### src/rtl/mem_arb_pkg.sv
// Shared types and constants for the instruction/data memory arbiter.
package mem_arb_pkg;

  // Arbiter FSM encoding.
  typedef enum logic [1:0] {
    ST_IDLE   = 2'd0,
    ST_ACCESS = 2'd1,
    ST_RESP   = 2'd2
  } state_t;

  // Port identifiers used for round-robin history and response routing.
  localparam logic PORT_IF = 1'b0;
  localparam logic PORT_D  = 1'b1;

  // Default memory placement.
  localparam logic [31:0] DEF_BASE_ADDR   = 32'h0040_0000;
  localparam int unsigned DEF_DEPTH_WORDS = 64;

endpackage

### src/rtl/mem_addr_check.sv
// Combinational address window / alignment check for the unified memory.
module mem_addr_check
  import mem_arb_pkg::*;
#(
  parameter logic [31:0] BASE_ADDR   = DEF_BASE_ADDR,
  parameter int unsigned DEPTH_WORDS = DEF_DEPTH_WORDS
) (
  input  logic [31:0] addr,
  output logic        fault
);

  // One-past-the-end byte address; 33 bits so a window touching 2^32 cannot wrap.
  localparam logic [32:0] LIMIT = {1'b0, BASE_ADDR} + 33'(4 * DEPTH_WORDS);

  // Fault on below-window, at/above-limit, or non word-aligned addresses.
  always_comb begin
    fault = ({1'b0, addr} < {1'b0, BASE_ADDR}) ||
            ({1'b0, addr} >= LIMIT) ||
            (addr[1:0] != 2'b00);
  end

endmodule

### src/rtl/mem_arbiter.sv
// Two-port (fetch / data) arbiter in front of a single-ported unified memory.
//
// Handshake: a requester raises *_req with stable address (and for the data
// port we/wdata) and holds it until it sees a one-cycle *_ack; rdata/err are
// valid only while ack is high. A request still high in the cycle after its
// ack is a new request. One transaction is in flight at a time.
module mem_arbiter
  import mem_arb_pkg::*;
#(
  parameter logic [31:0] BASE_ADDR   = DEF_BASE_ADDR,
  parameter int unsigned DEPTH_WORDS = DEF_DEPTH_WORDS
) (
  input  logic        clk,
  input  logic        reset,
  input  logic        if_req,
  input  logic [31:0] if_addr,
  output logic        if_ack,
  output logic [31:0] if_rdata,
  output logic        if_err,
  input  logic        d_req,
  input  logic        d_we,
  input  logic [31:0] d_addr,
  input  logic [31:0] d_wdata,
  output logic        d_ack,
  output logic [31:0] d_rdata,
  output logic        d_err,
  output logic [31:0] mem_dir,
  output logic [31:0] mem_data_input,
  output logic        mem_rd,
  output logic        mem_wd,
  input  logic [31:0] mem_data_output,
  output logic        busy,
  output state_t      fsm_state
);

  state_t      state, state_nxt;
  logic        last_grant;
  logic        grant_d;
  logic        any_req;
  logic [31:0] sel_addr;
  logic        sel_fault;
  logic        lat_port;
  logic        lat_we;
  logic [31:0] lat_addr;
  logic [31:0] lat_wdata;
  logic        resp_port;
  logic        resp_err;
  logic [31:0] resp_data;

  // Round-robin choice: a lone requester wins, a tie goes to the port not granted last.
  always_comb begin
    any_req  = if_req || d_req;
    grant_d  = d_req && (!if_req || (last_grant == PORT_IF));
    sel_addr = grant_d ? d_addr : if_addr;
  end

  mem_addr_check #(
    .BASE_ADDR  (BASE_ADDR),
    .DEPTH_WORDS(DEPTH_WORDS)
  ) u_addr_check (
    .addr (sel_addr),
    .fault(sel_fault)
  );

  // Next-state: faulted grants skip the memory cycle and answer immediately.
  always_comb begin
    state_nxt = state;
    case (state)
      ST_IDLE:   if (any_req) state_nxt = sel_fault ? ST_RESP : ST_ACCESS;
      ST_ACCESS: state_nxt = ST_RESP;
      ST_RESP:   state_nxt = ST_IDLE;
      default:   state_nxt = ST_IDLE;
    endcase
  end

  // State register, grant history and the latched transaction.
  always_ff @(posedge clk or posedge reset) begin
    if (reset) begin
      state      <= ST_IDLE;
      last_grant <= PORT_IF;
      lat_port   <= PORT_IF;
      lat_we     <= 1'b0;
      lat_addr   <= '0;
      lat_wdata  <= '0;
    end else begin
      state <= state_nxt;
      if (state == ST_IDLE && any_req) begin
        last_grant <= grant_d ? PORT_D : PORT_IF;
        lat_port   <= grant_d ? PORT_D : PORT_IF;
        lat_we     <= grant_d && d_we;
        lat_addr   <= sel_addr;
        lat_wdata  <= grant_d ? d_wdata : '0;
      end
    end
  end

  // Response contents for the edge entering RESP (from IDLE only on a fault).
  always_comb begin
    resp_port = (state == ST_IDLE) ? (grant_d ? PORT_D : PORT_IF) : lat_port;
    resp_err  = (state == ST_IDLE);
    resp_data = (state == ST_ACCESS && !lat_we) ? mem_data_output : '0;
  end

  // Registered per-port responses; everything defaults to zero outside RESP.
  always_ff @(posedge clk or posedge reset) begin
    if (reset) begin
      if_ack   <= 1'b0;
      if_rdata <= '0;
      if_err   <= 1'b0;
      d_ack    <= 1'b0;
      d_rdata  <= '0;
      d_err    <= 1'b0;
    end else begin
      if_ack   <= 1'b0;
      if_rdata <= '0;
      if_err   <= 1'b0;
      d_ack    <= 1'b0;
      d_rdata  <= '0;
      d_err    <= 1'b0;
      if (state_nxt == ST_RESP) begin
        if (resp_port == PORT_IF) begin
          if_ack   <= 1'b1;
          if_rdata <= resp_data;
          if_err   <= resp_err;
        end else begin
          d_ack    <= 1'b1;
          d_rdata  <= resp_data;
          d_err    <= resp_err;
        end
      end
    end
  end

  // Memory strobes decode from state only, so reset removes them at once.
  always_comb begin
    mem_rd         = (state == ST_ACCESS) && !lat_we;
    mem_wd         = (state == ST_ACCESS) && lat_we;
    mem_dir        = (state == ST_ACCESS) ? lat_addr : '0;
    mem_data_input = (state == ST_ACCESS) ? lat_wdata : '0;
    busy           = (state != ST_IDLE);
    fsm_state      = state;
  end

endmodule

### config.mk
export PLATFORM = sky130hd
export DESIGN_NAME = mem_arbiter
export DESIGN_NICKNAME = d
export VERILOG_FILES = /design/src/rtl/mem_arb_pkg.sv /design/src/rtl/mem_addr_check.sv /design/src/rtl/mem_arbiter.sv
export SDC_FILE = /design/constraint.sdc
export NUM_CORES = 1
export LEC_CHECK = 0
export ABC_AREA = 1
export BUFFER_PORTS_ARGS = -buffer_cell sky130_fd_sc_hd__buf_2
export CORE_ASPECT_RATIO = 1.1
export CORE_MARGIN = 5
export CORE_UTILIZATION = 45
export CTS_CLUSTER_DIAMETER = 80
export DETAILED_ROUTE_END_ITERATION = 6
export PLACE_DENSITY = 0.78
export SYNTH_ARGS = -nofsm -noshare
export SYNTH_HDL_FRONTEND = slang
export SYNTH_SLANG_ARGS = --single-unit
### constraint.sdc
create_clock -name clk -period 4.7 [get_ports clk]
set_input_delay 0.705 -clock clk [delete_from_list [all_inputs] [get_ports clk]]
set_output_delay 0.705 -clock clk [all_outputs]
set_load 0.05 [all_outputs]
==> results.txt <==
synthesized flop and latch total -> 136
data arrival time of the worst path -> 2210 ps
max_cap viols -> 0
biggest area consumer among synthesized cells -> dfrtp_1
post-cts gate resize count -> 0
number of enable flip-flop cells after synthesis -> 0
PortBufs -> 269
final HPWL from detailed placement -> 11.5 mm
critical path type -> reg2out
area post-placement -> 0.00710 mm^2
top post-synthesis cells by count -> nand2_1 (166), nor2_1 (149), dfrtp_1 (136)
XOR/XNOR Fraction of Synth Area -> 0%
Static Leakage -> 4.47 nW
Cell Pwr Density -> 399 mW/mm^2
starting density of the core -> 45.6%
TritonCTS sink count -> 136
final antenna diode count -> 0
DRC Markers -> 0
Die Ht -> 128 um
number of rows created at floorplan -> 43
slowest stage cell, crit path -> buf_4
vias per inst -> 4.73
final weighted congestion of routability-driven global placement -> 0.825
time the final worst path needs with I/O delays and setup -> 2910 ps
nets@finish -> 1072
final std cell area, no fill -> 0.00770 mm^2
die area -> 0.0150 mm^2
synthesized-area fraction occupied by and/or/nand/nor cells -> 24.7%
global route overflow -> 0
GR Util All Layers -> 21.2%
maximum number of pins on one net before global-route repair -> 107
Top FF cell, synth -> dfrtp_1
area growth from synthesis to layout -> 35.3%
clock transition at the registers of the reported paths -> 60 ps
sequential element share of the synthesized area -> 59.8%
number of antenna-violating nets in the routed design -> 0
level count of the clock H-tree -> 4
first-pass GRT wire length -> 24.9 mm
die width -> 117 um
Max IR drop VDD -> 0.215 mV
Avg Synthesized Cell Area -> 8.30 um^2
area of the core -> 0.0125 mm^2
TritonCTS clock tree -> done
most frequently used cell type in the post-synthesis netlist -> nand2_1
sequence of cells on the critical path -> nand2_2 > buf_4 > nor2_1 > buf_2
Post-CTS Setup Repair Bufs -> 0
vias in the first global route -> 5138
instance count of the mapped netlist -> 685
Yosys warning count -> 0
startpoint type of the worst setup path -> flip-flop
combined area of all synthesized cells -> 0.00569 mm^2
hold-fix buffers at CTS -> 0
antenna violations before repair -> 0
setup skew after layout -> 13.0 ps
via count -> 5242
total CTS buffers -> 17
actual slew at the worst max-slew pin -> 1070 ps
dominant combinational cell family by area after synthesis -> simple AND/OR/NAND/NOR gates
highest achievable clock rate -> 344 MHz
top cell type's share of synthesized area -> 59.8%
main area contributors after synthesis -> dfrtp_1 (60%), nand2_1 (11%), nor2_1 (9.8%)
Longest Clk Path Bufs -> 2
total wirelength of the detailed-routed design -> 16.1 mm
critical-path maximum fanout -> 42
ratio of final minimum period to clock period -> 61.9%
Pre-Repair DR Iteration Count -> 5
synthesized net count -> 818
Slew Limit Fails -> 0
number of I/O pins -> 270
Adder-Cell Fraction of Synth Area -> 0%
Worst setup EP type -> primary output
kind of path behind the tightest hold check -> reg2reg
compound-cell area share of the yosys netlist -> 6.51%
number of design-rule violations left by the first detailed-router iteration -> 464
Sum Neg Setup Slack -> 0 ps
clock latency on the worst-skew pair -> 410 ps
routed length per placed instance -> 14.5 um
share of flip-flops with an asynchronous set or reset -> 100%
worst hold slack after final layout -> 490 ps
RSZ-0062 raised after global routing -> no
multiplexer fraction of the synthesized cell area -> 0%
Rel. slew slack -> 28.8%
number of endpoints failing setup at the final stage -> 0
Crit path largest cell delay -> 510 ps
share of cells above drive strength 1 -> 33.2%
data required time at the worst endpoint -> 3990 ps
synth unique cells -> 18
CTS root buffer -> clkbuf_16
status -> complete, no violations
number of endpoints with negative hold slack in the final report -> 0
layout filler cell count -> 1098
[area by class of cell]
type	instances	area [um^2]	area share, %
Clock buffer	17	425	5.53
Clock inverter	14	173	2.24
Inverter	87	332	4.31
Multi-Input combinational cell	423	1780	23.2
Sequential cell	136	3400	44.2
Tap cell	157	196	2.55
Timing Repair Buffer	274	1380	18.0
[registers in the layout (all words and copies together), names as in the netlist]
name,cells
d_ack,1
d_err,1
d_rdata,32
fsm_state,2
if_ack,1
if_err,1
if_rdata,32
lat_addr,32
lat_port,1
lat_wdata,32
lat_we,1
[where the power goes]
part	switching [mW]	leakage [nW]	internal, mW
sequential	0.0438	1.80	1.28
combinational	0.279	2.39	0.125
clock	0.504	0.290	0.835
[layout by cell type, fill, tap and decap left out, types with 5 or more instances in the layout]
| cell | instances |
|---|---|
| a31oi_1 | 6 |
| buf_2 | 269 |
| buf_4 | 5 |
| clkbuf_16 | 17 |
| dfrtp_1 | 136 |
| inv_1 | 84 |
| nand2_1 | 165 |
| nand3_1 | 19 |
| nand3b_1 | 14 |
| nor2_1 | 148 |
| o21ai_0 | 59 |
[cell families (layout without fill, tap and decap cells)]
family                 after synthesis  in the layout
DFF                                136            136
and+or+nand+nor                    352            352
AOI/OAI and AO/OA                   71             71
buffers and inverters              126            392
[through the flow]
step	cells	power (mW)	utilization, %	worst slack, ps
floorplan	685	1.61	-	356
global placement	1077	1.74	56.9	1580
detailed placement	1077	1.75	56.9	1500
CTS	1108	3.10	61.7	1790
global route	1108	3.22	61.7	1630
finish	1108	3.07	61.7	1790
[path summary, 6_finish.rpt]
kind	start	end	slack [ps]	depth (start not counted)
worst max-delay path	fsm_state[0]$_DFF_PP0_	mem_dir[22]	1790	4
worst min-delay path	lat_addr[15]$_DFFE_PP0P_	lat_addr[15]$_DFFE_PP0P_	490	2
worst min register to register	lat_addr[15]$_DFFE_PP0P_	lat_addr[15]$_DFFE_PP0P_	490	2
worst max register to register	lat_port$_DFFE_PP0P_	if_rdata[16]$_DFF_PP0_	1920	7
max in group asynchronous	reset	lat_wdata[15]$_DFFE_PP0P_	3170	3
min in group asynchronous	reset	d_rdata[26]$_DFF_PP0_	510	2
[metal layers]
layer	GRT usage [%]	vias to the layer above	share of wire, %
li1	-	2574	-
met5	0	-	0
met2	35.4	231	49
met1	26.6	2415	40
met3	5.76	22	9.5
met4	6.88	0	1.7
[worst max-delay path: cells and delay by family, from the launching register on]
| family | cells | cell delay, ps |
|---|---|---|
| buf+inv | 2 | 750 |
| flops | 1 | 410 |
| simple gates | 2 | 610 |
No activity file was read; power rests on OpenSTA's default activity.
